[src/rtl/io_dig_display.sv]
// rtl/io_dig_display.sv - 8-digit multiplexed 7-segment display responder (optional blink: DIG_BLINK_EN)
module io_dig_display #(
    parameter int          SCAN_DIV     = 20000,
    parameter int          BLINK_ROUNDS = 64,
    parameter logic [31:0] ADDR_DATA    = 32'hFFFF_F000,
    parameter logic [31:0] ADDR_CTRL    = 32'hFFFF_F004
) (
    input  logic        clk,
    input  logic        rstn,
    input  logic [31:0] addr,
    input  logic        we,
    input  logic [31:0] wdata,
    output logic [7:0]  dig_en,
    output logic [7:0]  seg_n
);

    localparam int             CNT_W    = $clog2(SCAN_DIV);
    localparam logic [CNT_W-1:0] CNT_LAST = CNT_W'(SCAN_DIV - 1);

    logic [31:0]      data_reg;
    logic [31:0]      ctrl_reg;
    logic [CNT_W-1:0] cnt;
    logic [2:0]       idx;
    logic             slot_end;
    logic             blink_off;
    logic             ctrl_unused;
    logic [7:0]       en_mask;
    logic [7:0]       dp_mask;
    logic [3:0]       nibble;
    logic [7:0]       dig_nxt;
    logic [7:0]       seg_nxt;

    // Active-low glyphs {G,F,E,D,C,B,A} for one hex nibble
    function automatic logic [6:0] hex_glyph(input logic [3:0] v);
        case (v)
            4'h0:    hex_glyph = 7'h40;
            4'h1:    hex_glyph = 7'h79;
            4'h2:    hex_glyph = 7'h24;
            4'h3:    hex_glyph = 7'h30;
            4'h4:    hex_glyph = 7'h19;
            4'h5:    hex_glyph = 7'h12;
            4'h6:    hex_glyph = 7'h02;
            4'h7:    hex_glyph = 7'h78;
            4'h8:    hex_glyph = 7'h00;
            4'h9:    hex_glyph = 7'h10;
            4'hA:    hex_glyph = 7'h08;
            4'hB:    hex_glyph = 7'h03;
            4'hC:    hex_glyph = 7'h46;
            4'hD:    hex_glyph = 7'h21;
            4'hE:    hex_glyph = 7'h06;
            default: hex_glyph = 7'h0E;
        endcase
    endfunction

    assign slot_end = (cnt == CNT_LAST);
    assign en_mask  = ctrl_reg[7:0];
    assign dp_mask  = ctrl_reg[23:16];
    assign nibble   = data_reg[{idx, 2'b00} +: 4];

    // CPU stores into the two write-only registers; other addresses are ignored
    always_ff @(posedge clk or negedge rstn) begin
        if (!rstn) begin
            data_reg <= 32'h0;
            ctrl_reg <= 32'h0000_00FF;
        end else if (we) begin
            if (addr == ADDR_DATA) begin
                data_reg <= wdata;
            end else if (addr == ADDR_CTRL) begin
                ctrl_reg <= wdata;
            end
        end
    end

    // Slot counter; the last cycle of each slot is the blank and advances the digit
    always_ff @(posedge clk or negedge rstn) begin
        if (!rstn) begin
            cnt <= '0;
            idx <= 3'd0;
        end else if (slot_end) begin
            cnt <= '0;
            idx <= idx + 3'd1;
        end else begin
            cnt <= cnt + 1'b1;
        end
    end

`ifdef DIG_BLINK_EN
    localparam int               RND_W    = (BLINK_ROUNDS > 1) ? $clog2(BLINK_ROUNDS) : 1;
    localparam logic [RND_W-1:0] RND_LAST = RND_W'(BLINK_ROUNDS - 1);

    logic [RND_W-1:0] round_cnt;
    logic             blink_phase;
    logic             round_end;
    logic [7:0]       blink_mask;

    assign round_end   = slot_end && (idx == 3'd7);
    assign blink_mask  = ctrl_reg[15:8];
    assign blink_off   = blink_phase & blink_mask[idx];
    assign ctrl_unused = ^ctrl_reg[31:24];

    // Count whole scan rounds and flip the blink phase every BLINK_ROUNDS of them
    always_ff @(posedge clk or negedge rstn) begin
        if (!rstn) begin
            round_cnt   <= '0;
            blink_phase <= 1'b0;
        end else if (round_end) begin
            if (round_cnt == RND_LAST) begin
                round_cnt   <= '0;
                blink_phase <= ~blink_phase;
            end else begin
                round_cnt <= round_cnt + 1'b1;
            end
        end
    end
`else
    assign blink_off   = 1'b0;
    assign ctrl_unused = ^{ctrl_reg[31:24], ctrl_reg[15:8]};
`endif

    // Next display drive: dark on the blank cycle, for masked digits and while blinked off
    always_comb begin
        dig_nxt = 8'hFF;
        seg_nxt = 8'hFF;
        if (!slot_end && en_mask[idx] && !blink_off) begin
            dig_nxt = ~(8'h01 << idx);
            seg_nxt = {~dp_mask[idx], hex_glyph(nibble)};
        end
    end

    // Registered outputs so the pads never see combinational glitches
    always_ff @(posedge clk or negedge rstn) begin
        if (!rstn) begin
            dig_en <= 8'hFF;
            seg_n  <= 8'hFF;
        end else begin
            dig_en <= dig_nxt;
            seg_n  <= seg_nxt;
        end
    end

endmodule

[config.mk]
export PLATFORM = sky130hd
export DESIGN_NAME = io_dig_display
export DESIGN_NICKNAME = d
export VERILOG_FILES = /design/src/rtl/io_dig_display.sv
export SDC_FILE = /design/constraint.sdc
export NUM_CORES = 1
export LEC_CHECK = 0
export ABC_AREA = 1
export BUFFER_PORTS_ARGS = -buffer_cell sky130_fd_sc_hd__buf_2
export CORE_MARGIN = 1.5
export CORE_UTILIZATION = 40
export DETAILED_ROUTE_END_ITERATION = 8
export PLACE_DENSITY = 0.71
export SLEW_MARGIN = 20
export SYNTH_ARGS = -nofsm -noshare
export SYNTH_HDL_FRONTEND = slang
export SYNTH_SLANG_ARGS = --single-unit
[constraint.sdc]
create_clock -name clk -period 3.3 [get_ports clk]
set_input_delay 0.495 -clock clk [delete_from_list [all_inputs] [get_ports clk]]
set_output_delay 0.495 -clock clk [all_outputs]
set_load 0.05 [all_outputs]
Word level (Yosys, flattened, before mapping)
Memories as Yosys holds them, arrays and structs flattened.
Index checks and enable logic that the tools add are counted.
{"block": "totals", "regBits": 90, "input_bits": 67, "memories": 1, "latchBits": 0, "out_inout_bits": 16, "word_cells": 29, "ramBits": 0, "romBits": 112}
{"block": "classes", "n_addsub": 2, "reduce_logical": 4, "shifts": 2, "bitwise": 3, "n_mul": 0, "magnitude_cmp": 1, "muxes": 7, "n_div": 0, "eq_ne": 3}
{"memory": "(name not given)", "words": 16, "width": 7, "read_ports": 1, "rd_ports_with_merged_regs": 0, "write_ports": 0, "line_no": "35", "source": "case (v)"}
{"operator": "32-bit equality test, second input constant", "n": 2}
{"operator": "32-bit by 6-bit indexed part select with 4-bit output", "n": 1}
{"operator": "8-bit two-way mux", "n": 2}
{"operator": "15-bit by 1-bit adder with 15-bit output, second input constant", "n": 1}
{"operator": "15-bit equality test, second input constant", "n": 1}
{"operator": "15-bit two-way mux", "n": 1}
{"operator": "8-bit NOT", "n": 1}
{"operator": "1-bit by 3-bit << shifter with 8-bit output, first input constant", "n": 1}
{"operator": "1-bit binary-select mux with 3-bit select", "n": 2}
{"operator": "3-bit by 4-bit less-than comparator with 1-bit output, second input constant", "n": 1}
{"operator": "3-bit by 1-bit adder with 3-bit output, second input constant", "n": 1}
{"operator": "3-bit AND reduction", "n": 1}
{"operator": "1-bit two-way mux", "n": 2}
{"operator": "1-bit NOT", "n": 2}
{"operator": "2-bit AND reduction", "n": 1}
{"operator": "1-bit logical AND", "n": 1}
{"operator": "1-bit zero test", "n": 1}

Logic depth before layout (Yosys ltp)
Gate-level depths: netlist of run 1.
{"block": "logic_depth", "ltp_word": 4, "mapped_depth": 14, "depth_no_buf": 12}

Least setup slack after synthesis of run 1
OpenSTA, ideal clock, no wires.
{"block": "synth_timing", "path_kind": "flip-flop to flip-flop", "from": "register idx[0]", "to": "register seg_n[5]", "stages_incl_launch_ff": 14, "setup_ns": 0.085, "synth_period_minus_slack_ns": 1.801, "setup_slack_ns": 1.499, "path_buffers": 2, "t_required_ns": 3.215, "arrival_ns": 1.716, "cell_sequence": "dfrtp_1 buf_6 inv_4 buf_6 nand2_1 nand3_1 nand2_1 o21ai_1 inv_1 ha_1 nand3_1 nand2_1 nand2_1 nand3_1"}
{"block": "synth_via", "elab_chain_len": 4, "word_cells_on_any_way": 6, "classes_between": "1 x shift; 3 x mux; 1 x reduce/logical; 1 x memory"}
{"element": "start: declaration", "line_no": "23", "source": "logic [2:0] idx;"}
{"element": "start signal: assignment", "line_no": "81", "source": "idx <= idx + 3'd1;"}
{"element": "branches (longest 3 deep; another with memory 16 x 7 bit)"}
{"element": "8-bit two-way mux *", "line_no": "124", "source": "if (!slot_end && en_mask[idx] && !blink_off) begin"}
{"element": "named net seg_nxt[5]", "line_no": "31", "source": "logic [7:0] seg_nxt;"}
{"element": "end signal: assignment", "line_no": "137", "source": "seg_n <= seg_nxt;"}
{"element": "end: declaration", "line_no": "14", "source": "output logic [7:0] seg_n"}
Mark *: on every way through the listed nets, which the timed path passes. The select of a mux whose other input is x is not followed.
A chain may end at the register's enable or synchronous reset.

Worst setup path in the final report of run 1
{"block": "layout_timing", "from": "register idx[1]", "to": "register seg_n[3]"}
Same word-level chain as after synthesis.

==> reports/qor.csv, run 1 <==
stage,metric,value,unit
critical_path,crit_fanout,17,
cells_and_area,final_layout_size_suffix_gt1_share,22.4,%
floorplanning,start_util,41.5,%
logic_synthesis,synth.top_cells.by_area,"sky130_fd_sc_hd__dfrtp_1 (32%), sky130_fd_sc_hd__nand2_1 (17%), sky130_fd_sc_hd__dfstp_2 (14%)",
power_and_ir_drop,netSwitchingPower,457,uW
global_routing,grt_remaining_overflow,0,
placed_design,numPlacedInstances,777,
logic_synthesis,synth_largest_area_cell,sky130_fd_sc_hd__dfrtp_1,
logic_synthesis,share_of_cell_area_taken_by_muxes_after_synthesis,0,%
drt,drt_iter0_markers,296,
placed_design,routabilityCongestion,0.881,
clock_network,clock_sink_count,82,
drt,wl_met2,4930,um
clock_network,cts_root_buffer,sky130_fd_sc_hd__clkbuf_16,
timing,final_period_minus_worst_setup_slack,2.42,ns
power_and_ir_drop,p_total,2160,uW
placed_design,dp_hpwl,7540,um
power_and_ir_drop,leakagePower,0.00274,uW
timing,maxClockFrequency,414,MHz
outcome,run_status,finished clean,
timing,min_period_over_period,73.3,%
critical_path,critical-path-slowest-cell,sky130_fd_sc_hd__dfrtp_1,
timing,finalHoldViolations,0,
drt,ant_nets,0,
clock_network,worst_setup_hold_path_clk_slew,0.07,ns
drt,firstDrtPassIters,5,
critical_path,r2r_start,idx[1],
min_path,hold_path.class,input pin to asynchronous set/reset pin,
logic_synthesis,synth_fa_ha_area_share,3.59,%
critical_path,worstPathCellList,inv_1 > nand3_1 > nand2_1 > o21ai_1 > inv_1 > ha_1 > nand3_1 > nand2_1 > nand2_1 > nand3_1,
critical_path,critPathLaunchType,flop,
logic_synthesis,number_of_instances_in_the_synthesized_netlist,577,
timing,setup_tns,0,ns
clock_network,cts_resized,0,
clock_network,worst_skew_pair.late_latency,0.34,ns
logic_synthesis,synthDominantCellAreaShare,32.0,%
clock_network,htree_levels,3,
critical_path,critPathMaxStageDelay,0.62,ns
power_and_ir_drop,seq_power_share,46.6,%
critical_path,r2r.worst_path.cells,10,
cells_and_area,area_delta_synth_final,16.7,%
cells_and_area,insertedDiodeCount,0,
timing,slew_headroom,47.0,%
global_routing,grt_antenna_before_repair,0,
drt,top_layer,met4,
logic_synthesis,yosysWarnings,0,
floorplanning,die_x,109,um
floorplanning,die_height,109,um
critical_path,critical_path_class,flop to flop,
logic_synthesis,synthXorXnorAreaFrac,1.54,%
drt,avgRoutedWirePerCell,13.4,um
critical_path,setup.worst_path.end_class,flop,
logic_synthesis,synth_register_bits,82,
drt,met1_length,4850,um
timing,fin_skew,0.00741,ns
power_and_ir_drop,peakVddDrop,0.237,mV
floorplanning,fp.coreArea,0.0109,mm2
floorplanning,ios,83,
clock_network,max-clock-path-buffers,2,
global_routing,grt_pass1_wl,18100,um
logic_synthesis,synth_top_family_by_area,simple AND/OR/NAND/NOR gates,
timing,finalMaxSlewViolations,0,
global_routing,grt_usage,19.1,%
logic_synthesis,synthSimpleGateAreaFrac,37.5,%
cells_and_area,count_of_placed_standard_cells_in_the_final_layout_fillers_left_out,793,
cells_and_area,largest_reg_flops,32,
critical_path,r2r-end,seg_n[3],
logic_synthesis,netlist_area,0.00454,mm2
logic_synthesis,synth-seq-area-share,45.9,%
job,max_cap_viol_count,0,
logic_synthesis,post_synth.cell_area_avg,7.86,um2
timing,worst_hold_slack,0.178,ns
drt,drt-total-wl,10600,um
timing,setup_violations,0,
drt,drcViolationCount,0,
cells_and_area,fin_nets,728,
clock_network,hold_buffers,0,
floorplanning,rows,38,
placed_design,place.port_buffers,82,
power_and_ir_drop,power.density_cell_area,409,mW/mm2
timing,max_slew.worst_pin.slew,0.793,ns
cells_and_area,filler_cell_count,1090,
global_routing,grt_max_degree,83,
critical_path,worstPathArrival,2.67,ns
power_and_ir_drop,pwr-share-comb,3.9,%
floorplanning,dieArea,0.0120,mm2
logic_synthesis,synth_nets,657,
clock_network,cts_setup_buffers,0,
drt,detailroute.via_count,4056,
logic_synthesis,netlist-cell-type-count,31,
drt,avgViaCountPerCell,5.11,
power_and_ir_drop,power.share.switching,21.1,%
global_routing,first_global_vias,3868,
timing,setup_repair_after_global_routing_missed_its_margin,false,
clock_network,numCtsBuffers,9,
power_and_ir_drop,power_frac_clock,49.6,%
critical_path,cp.required,3.56,ns
power_and_ir_drop,internal_power,1710,uW
clock_network,tritoncts,yes,
logic_synthesis,synth_compound_area_share,2.18,%
drt,met3_length,731,um
critical_path,rrSetupSlack,0.88,ns
[placed cells by master (no fill, tap or decap), types with 2 or more instances in the layout]
| cell | count |
|---|---|
| sky130_fd_sc_hd__nor3_1 | 7 |
| sky130_fd_sc_hd__nand3_2 | 3 |
| sky130_fd_sc_hd__dfrtp_1 | 58 |
| sky130_fd_sc_hd__nor2_1 | 31 |
| sky130_fd_sc_hd__nand3_1 | 71 |
| sky130_fd_sc_hd__o21ai_0 | 7 |
| sky130_fd_sc_hd__nand4_1 | 39 |
| sky130_fd_sc_hd__or2_1 | 2 |
| sky130_fd_sc_hd__o21ai_1 | 3 |
| sky130_fd_sc_hd__nor2_4 | 2 |
| sky130_fd_sc_hd__buf_2 | 81 |
| sky130_fd_sc_hd__nor3_2 | 4 |
| sky130_fd_sc_hd__buf_4 | 4 |
| sky130_fd_sc_hd__bufinv_16 | 2 |
| sky130_fd_sc_hd__dfstp_2 | 24 |
| sky130_fd_sc_hd__a32o_1 | 2 |
| sky130_fd_sc_hd__inv_1 | 57 |
| sky130_fd_sc_hd__xor2_1 | 8 |
| sky130_fd_sc_hd__a21oi_1 | 4 |
| sky130_fd_sc_hd__ha_1 | 13 |
| sky130_fd_sc_hd__clkbuf_16 | 9 |
| sky130_fd_sc_hd__nand3b_1 | 2 |
| sky130_fd_sc_hd__nor3_4 | 2 |
| sky130_fd_sc_hd__nand2_1 | 201 |
| sky130_fd_sc_hd__inv_2 | 5 |
[worst max-delay path by stage]
stage / start / end / slack (ns) / cells past startpoint
2_1_floorplan: idx[0] / seg_n[5] / 1.50 / 13
5_1_grt: idx[1] / seg_n[3] / 0.66 / 10
4_1_cts: idx[1] / seg_n[3] / 0.91 / 10
6_report: idx[1] / seg_n[3] / 0.88 / 10
3_3_place_gp: idx[1] / seg_n[3] / 1.02 / 10
3_5_place_dp: idx[1] / seg_n[3] / 0.92 / 10
[power by group through the flow]
stage                     Sequential (uW)  Clock, uW  Combinational, uW
final                                1010       1070               84.1
after global routing                 1010       1130               94.6
after CTS                            1010       1090               85.2
after detailed placement             1020          0               85.0
after global placement               1020          0               82.3
after floorplan                      1020          0               16.4
[cells in the mapped netlist]
cell type and number:
sky130_fd_sc_hd__a21oi_1 4, sky130_fd_sc_hd__a32o_1 2, sky130_fd_sc_hd__buf_2 8, sky130_fd_sc_hd__buf_4 6, sky130_fd_sc_hd__buf_6 7, sky130_fd_sc_hd__clkbuf_1 5, sky130_fd_sc_hd__dfrtp_1 58, sky130_fd_sc_hd__dfstp_2 24
sky130_fd_sc_hd__ha_1 13, sky130_fd_sc_hd__inv_1 57, sky130_fd_sc_hd__inv_2 5, sky130_fd_sc_hd__inv_4 1, sky130_fd_sc_hd__nand2_1 201, sky130_fd_sc_hd__nand2_2 1, sky130_fd_sc_hd__nand2_4 1, sky130_fd_sc_hd__nand3_1 71
sky130_fd_sc_hd__nand3_2 3, sky130_fd_sc_hd__nand3_4 1, sky130_fd_sc_hd__nand3b_1 2, sky130_fd_sc_hd__nand4_1 39, sky130_fd_sc_hd__nor2_1 31, sky130_fd_sc_hd__nor2_4 2, sky130_fd_sc_hd__nor3_1 7, sky130_fd_sc_hd__nor3_2 4
sky130_fd_sc_hd__nor3_4 2, sky130_fd_sc_hd__nor3b_1 1, sky130_fd_sc_hd__o21ai_0 7, sky130_fd_sc_hd__o21ai_1 3, sky130_fd_sc_hd__o21ai_2 1, sky130_fd_sc_hd__or2_1 2, sky130_fd_sc_hd__xor2_1 8
[logic make-up (layout without fill, tap and decap cells)]
family / Yosys count / in the layout
buf+inv: 89 / 165
flops: 82 / 82
fa+ha+maj: 13 / 13
compound gates: 17 / 17
simple gates: 368 / 368
xor+xnor: 8 / 8
[worst max-delay path, delay by kind of cell (launching register included)]
family	cells	cell delay, ns
flops	1	0.62
simple gates	6	0.57
buf+inv	2	0.56
compound gates	1	0.36
fa+ha+maj	1	0.22
[layout make-up]
class	count	area, um2	share of cell area, %
inverter	63	239	4.51
clock inverter	6	90.1	1.70
clock buffer	10	229	4.33
tap	140	175	3.31
multi-input combinational	406	2030	38.4
sequential	82	2080	39.3
timing repair buffer	86	447	8.44
[layer usage]
layer	vias up	track usage (%)
met5	-	0
met4	0	5.84
met3	6	4.09
met2	160	30.0
met1	1896	26.4
li1	1994	-
[per-stage QoR]
| stage | util (%) | area [um2] | setup slack [ns] |
|---|---|---|---|
| 2_1_floorplan | - | 4540 | 1.50 |
| 3_3_place_gp | 45.5 | 4970 | 1.02 |
| 3_5_place_dp | 45.5 | 4970 | 0.923 |
| 4_1_cts | 48.4 | 5290 | 0.914 |
| 5_1_grt | 48.4 | 5290 | 0.660 |
| 6_report | 48.4 | 5290 | 0.882 |
No activity file was read; power rests on OpenSTA's default activity.
==> run 2, diff against run 1 <==
ABC_AREA = 0   (was 1)
PLACE_DENSITY = 0.72   (was 0.71)
clock period = 2.25 ns   (was 3.3 ns; I/O delays follow)
==> run 2 against run 1 <==
Compared with the run above:
- global-route usage is 2.6 points lower
- die area is 14% lower
- register-to-register slack got worse by 0.80 ns
- setup slack got worse by 0.80 ns
- synthesized cell count fell by 51%
- core utilization up 2.0 points
- area after synthesis down 14%
- routed wire length is 24% lower
- combinational power is 17% higher
- first-iteration DRC count is 64% lower
==> reports/qor.csv, run 2 <==
stage,metric,value,unit,change
logic_synthesis,number_of_instances_in_the_synthesized_netlist,280,,-51%
logic_synthesis,synth.top_cells.by_area,"sky130_fd_sc_hd__dfrtp_1 (37%), sky130_fd_sc_hd__dfstp_2 (16%), sky130_fd_sc_hd__mux2_2 (14%)",,
cells_and_area,commonest_non_fill_non_tap_cell_in_the_layout,sky130_fd_sc_hd__buf_2,,
logic_synthesis,synth_largest_area_cell,sky130_fd_sc_hd__dfrtp_1,,
floorplanning,die_height,102,um,-7.2%
cells_and_area,finish.utilization,50.4,%,+2.0 points
logic_synthesis,synth_fa_ha_area_share,4.18,%,+0.60 points
logic_synthesis,synth_top_family_by_area,multiplexers,,
drt,avgRoutedWirePerCell,15.9,um,+19%
timing,maxClockFrequency,461,MHz,+11%
floorplanning,dieArea,0.0103,mm2,-14%
clock_network,tritoncts,yes,,
power_and_ir_drop,leakagePower,0.00227,uW,-17%
global_routing,grt_usage,16.5,%,-2.6 points
logic_synthesis,synthSimpleGateAreaFrac,9.10,%,-28 points
drt,detailroute.via_count,2525,,-38%
logic_synthesis,synth.most_common_cell,sky130_fd_sc_hd__dfrtp_1,,
global_routing,grt_max_degree,45,,-46%
global_routing,first_global_vias,2617,,-32%
logic_synthesis,yosysWarnings,0,,unchanged
floorplanning,start_util,41.7,%,+0.23 points
logic_synthesis,synth_compound_area_share,2.41,%,+0.23 points
clock_network,cts_root_buffer,sky130_fd_sc_hd__clkbuf_8,,
timing,max_slew.worst_pin.slew,0.497,ns,-0.296 ns
logic_synthesis,number_of_synthesized_flops_with_an_enable_pin,0,,unchanged
logic_synthesis,synth_nets,360,,-45%
power_and_ir_drop,peakVddDrop,0.242,mV,+2.4%
logic_synthesis,synthXorXnorAreaFrac,2.93,%,+1.4 points
drt,drt_iter0_markers,108,,-64%
clock_network,worst_skew_pair.late_latency,0.35,ns,about the same
critical_path,worstPathCellList,buf_12 > mux4_2 > mux2_4 > inv_2 > ha_1 > o211a_1 > o21ai_1,,
critical_path,critPathMaxStageDelay,0.50,ns,-0.12 ns
timing,min_period_over_period,96.4,%,+23 points
critical_path,critical_path_class,flop to flop,,
logic_synthesis,synth-seq-area-share,53.5,%,+7.6 points
logic_synthesis,netlist-cell-type-count,42,,+35%
global_routing,grt_antenna_before_repair,0,,unchanged
min_path,hold_path.class,input pin to flop,,
clock_network,clock_sink_count,82,,unchanged
logic_synthesis,synthDominantCellAreaShare,37.3,%,+5.3 points
timing,final_period_minus_worst_setup_slack,2.17,ns,-0.248 ns
cells_and_area,largest_reg_flops,32,,unchanged
global_routing,grt_pass1_wl,12900,um,-28%
cells_and_area,mostFrequentLayoutCells,"sky130_fd_sc_hd__buf_2 (81), sky130_fd_sc_hd__dfrtp_1 (57), sky130_fd_sc_hd__mux2_2 (49)",,
floorplanning,die_x,102,um,-7.2%
cells_and_area,area_delta_synth_final,20.9,%,
placed_design,place.port_buffers,82,,unchanged
logic_synthesis,yosys-top-cells-count,"sky130_fd_sc_hd__dfrtp_1 (58), sky130_fd_sc_hd__mux2_2 (49), sky130_fd_sc_hd__dfstp_2 (24), sky130_fd_sc_hd__nand2_1 (21), sky130_fd_sc_hd__ha_1 (13)",,
drt,firstDrtPassIters,5,,unchanged
outcome,run_status,finished clean,,
timing,setup_violations,0,,unchanged
timing,fin_skew,0.0126,ns,+0.00517 ns
critical_path,setup.worst_path.end_class,flop,,
clock_network,worst_setup_hold_path_clk_slew,0.08,ns,about the same
placed_design,routabilityCongestion,0.828,,-6.1%
cells_and_area,layout.cell_area.non_filler,0.00470,mm2,-11%
clock_network,htree_levels,3,,unchanged
floorplanning,ios,83,,unchanged
timing,slew_headroom,66.9,%,+20 points
job,max_cap_viol_count,0,,unchanged
floorplanning,rows,35,,-7.9%
clock_network,numCtsBuffers,9,,unchanged
power_and_ir_drop,p_total,2590,uW,+20%
critical_path,crit_fanout,5,,-12
critical_path,r2r_start,idx[0],,
critical_path,critPathLaunchType,flop,,
drt,ant_nets,0,,unchanged
drt,drt-total-wl,8030,um,-24%
logic_synthesis,ys_async_sr_fraction,100,%,unchanged
critical_path,critical-path-slowest-cell,sky130_fd_sc_hd__mux4_2,,
critical_path,cp.required,2.53,ns,-1.03 ns
placed_design,placed_area,0.00448,mm2,-10%
timing,worst_hold_slack,0.194,ns,+0.0159 ns
clock_network,max-clock-path-buffers,2,,unchanged
drt,avgViaCountPerCell,4.99,,-2.4%
logic_synthesis,post_synth.cell_area_avg,13.9,um2,+77%
min_path,hold_path.startpoint,wdata[15],,
cells_and_area,final_layout_size_suffix_gt1_share,52.5,%,+30 points
critical_path,crit_path_start,idx[0],,
cells_and_area,insertedDiodeCount,0,,unchanged
logic_synthesis,synth_register_bits,82,,unchanged
power_and_ir_drop,power.density_cell_area,551,mW/mm2,+35%
cells_and_area,fin_nets,453,,-38%
drt,drcViolationCount,0,,unchanged
timing,finalMaxSlewViolations,0,,unchanged
placed_design,dp_hpwl,5860,um,-22%
logic_synthesis,netlist_area,0.00389,mm2,-14%
floorplanning,fp.coreArea,0.00933,mm2,-15%
timing,finalHoldViolations,0,,unchanged
logic_synthesis,share_of_cell_area_taken_by_muxes_after_synthesis,24.7,%,+25 points
global_routing,grt_remaining_overflow,0,,unchanged
logic_synthesis,synth_flop_cell,sky130_fd_sc_hd__dfrtp_1,,
critical_path,worstPathArrival,2.45,ns,-0.22 ns
[run 2: changes by cell type after synthesis, moves of 6 or more]
cell	change
sky130_fd_sc_hd__nor2_1	-22
sky130_fd_sc_hd__buf_4	-6
sky130_fd_sc_hd__nor3_1	-6
sky130_fd_sc_hd__mux4_1	+9
sky130_fd_sc_hd__inv_1	-51
sky130_fd_sc_hd__nand4_1	-29
sky130_fd_sc_hd__nand2_1	-180
sky130_fd_sc_hd__nand3_1	-65
sky130_fd_sc_hd__mux2_2	+49
sky130_fd_sc_hd__xnor2_1	+6
[run 2: path summary, 6_finish.rpt]
kind | end | slack (ns) | cells after the start
max in group asynchronous | ctrl_reg[0] | 1.08 | 3
setup / recovery | seg_n[3] | 0.08 | 7
hold / removal | data_reg[15] | 0.19 | 2
setup reg to reg | seg_n[3] | 0.08 | 7
hold reg to reg | cnt[0] | 0.49 | 1
min in group asynchronous | cnt[12] | 0.49 | 2
[run 2: final cells by class]
| type | count | area [um2] |
|---|---|---|
| fillers | 853 | 4630 |
| flip-flops and latches | 82 | 2080 |
| multi-input cells | 177 | 1680 |
| repair buffers | 96 | 563 |
| well taps | 129 | 161 |
| clock buffers | 10 | 128 |
| clock inverters | 5 | 56.3 |
| inverters | 7 | 26.3 |
[run 2: cell families (layout without fill, tap and decap cells)]
group,Yosys count,after routing
AOI/OAI and AO/OA,13,13
xor gates and xnor gates,13,13
adders and majority gates,13,13
buffers and inverters,21,118
DFF,82,82
muxes,70,70
and+or+nand+nor,68,68
[run 2: metrics by stage]
step | std cells | setup TNS, ns | worst slack, ns
after global placement | 488 | 0 | 0.104
after floorplan | 280 | 0 | 0.0617
after CTS | 504 | 0 | 0.00265
after global routing | 506 | -0.00857 | -0.00857
final | 506 | 0 | 0.0800
after detailed placement | 488 | 0 | 0.0346
[run 2: worst max-delay path: cells and delay by family, from the launching register on]
kind                     cells  cell delay [ns]
multiplexers                 2             0.83
AO/OA/AOI/OAI                2             0.35
flip-flops                   1             0.43
adder cells (fa/ha/maj)      1             0.26
buffers and inverters        2             0.25
[run 2: report_power, final]
part           internal, uW  leakage, uW  switching, uW
Sequential             1470      0.00105     0.00000522
Combinational          47.7      0.00114           50.2
Clock                   505    0.0000921            515
Total                  2030      0.00227            565
[run 2: repair_timing]
action	in CTS	in global routing
endpoints found under the setup margin	0	2
setup buffers	0	1
hold buffers	1	0
gates resized for setup	0	5
hold endpoints to repair	22	0
[run 2: per-layer routing]
layer,track usage (%),up-vias,wire [um]
met1,21.1,1267,3620
met4,6.52,0,93
li1,-,1196,-
met5,0,-,0
met3,4.07,7,283
met2,27.0,55,4040
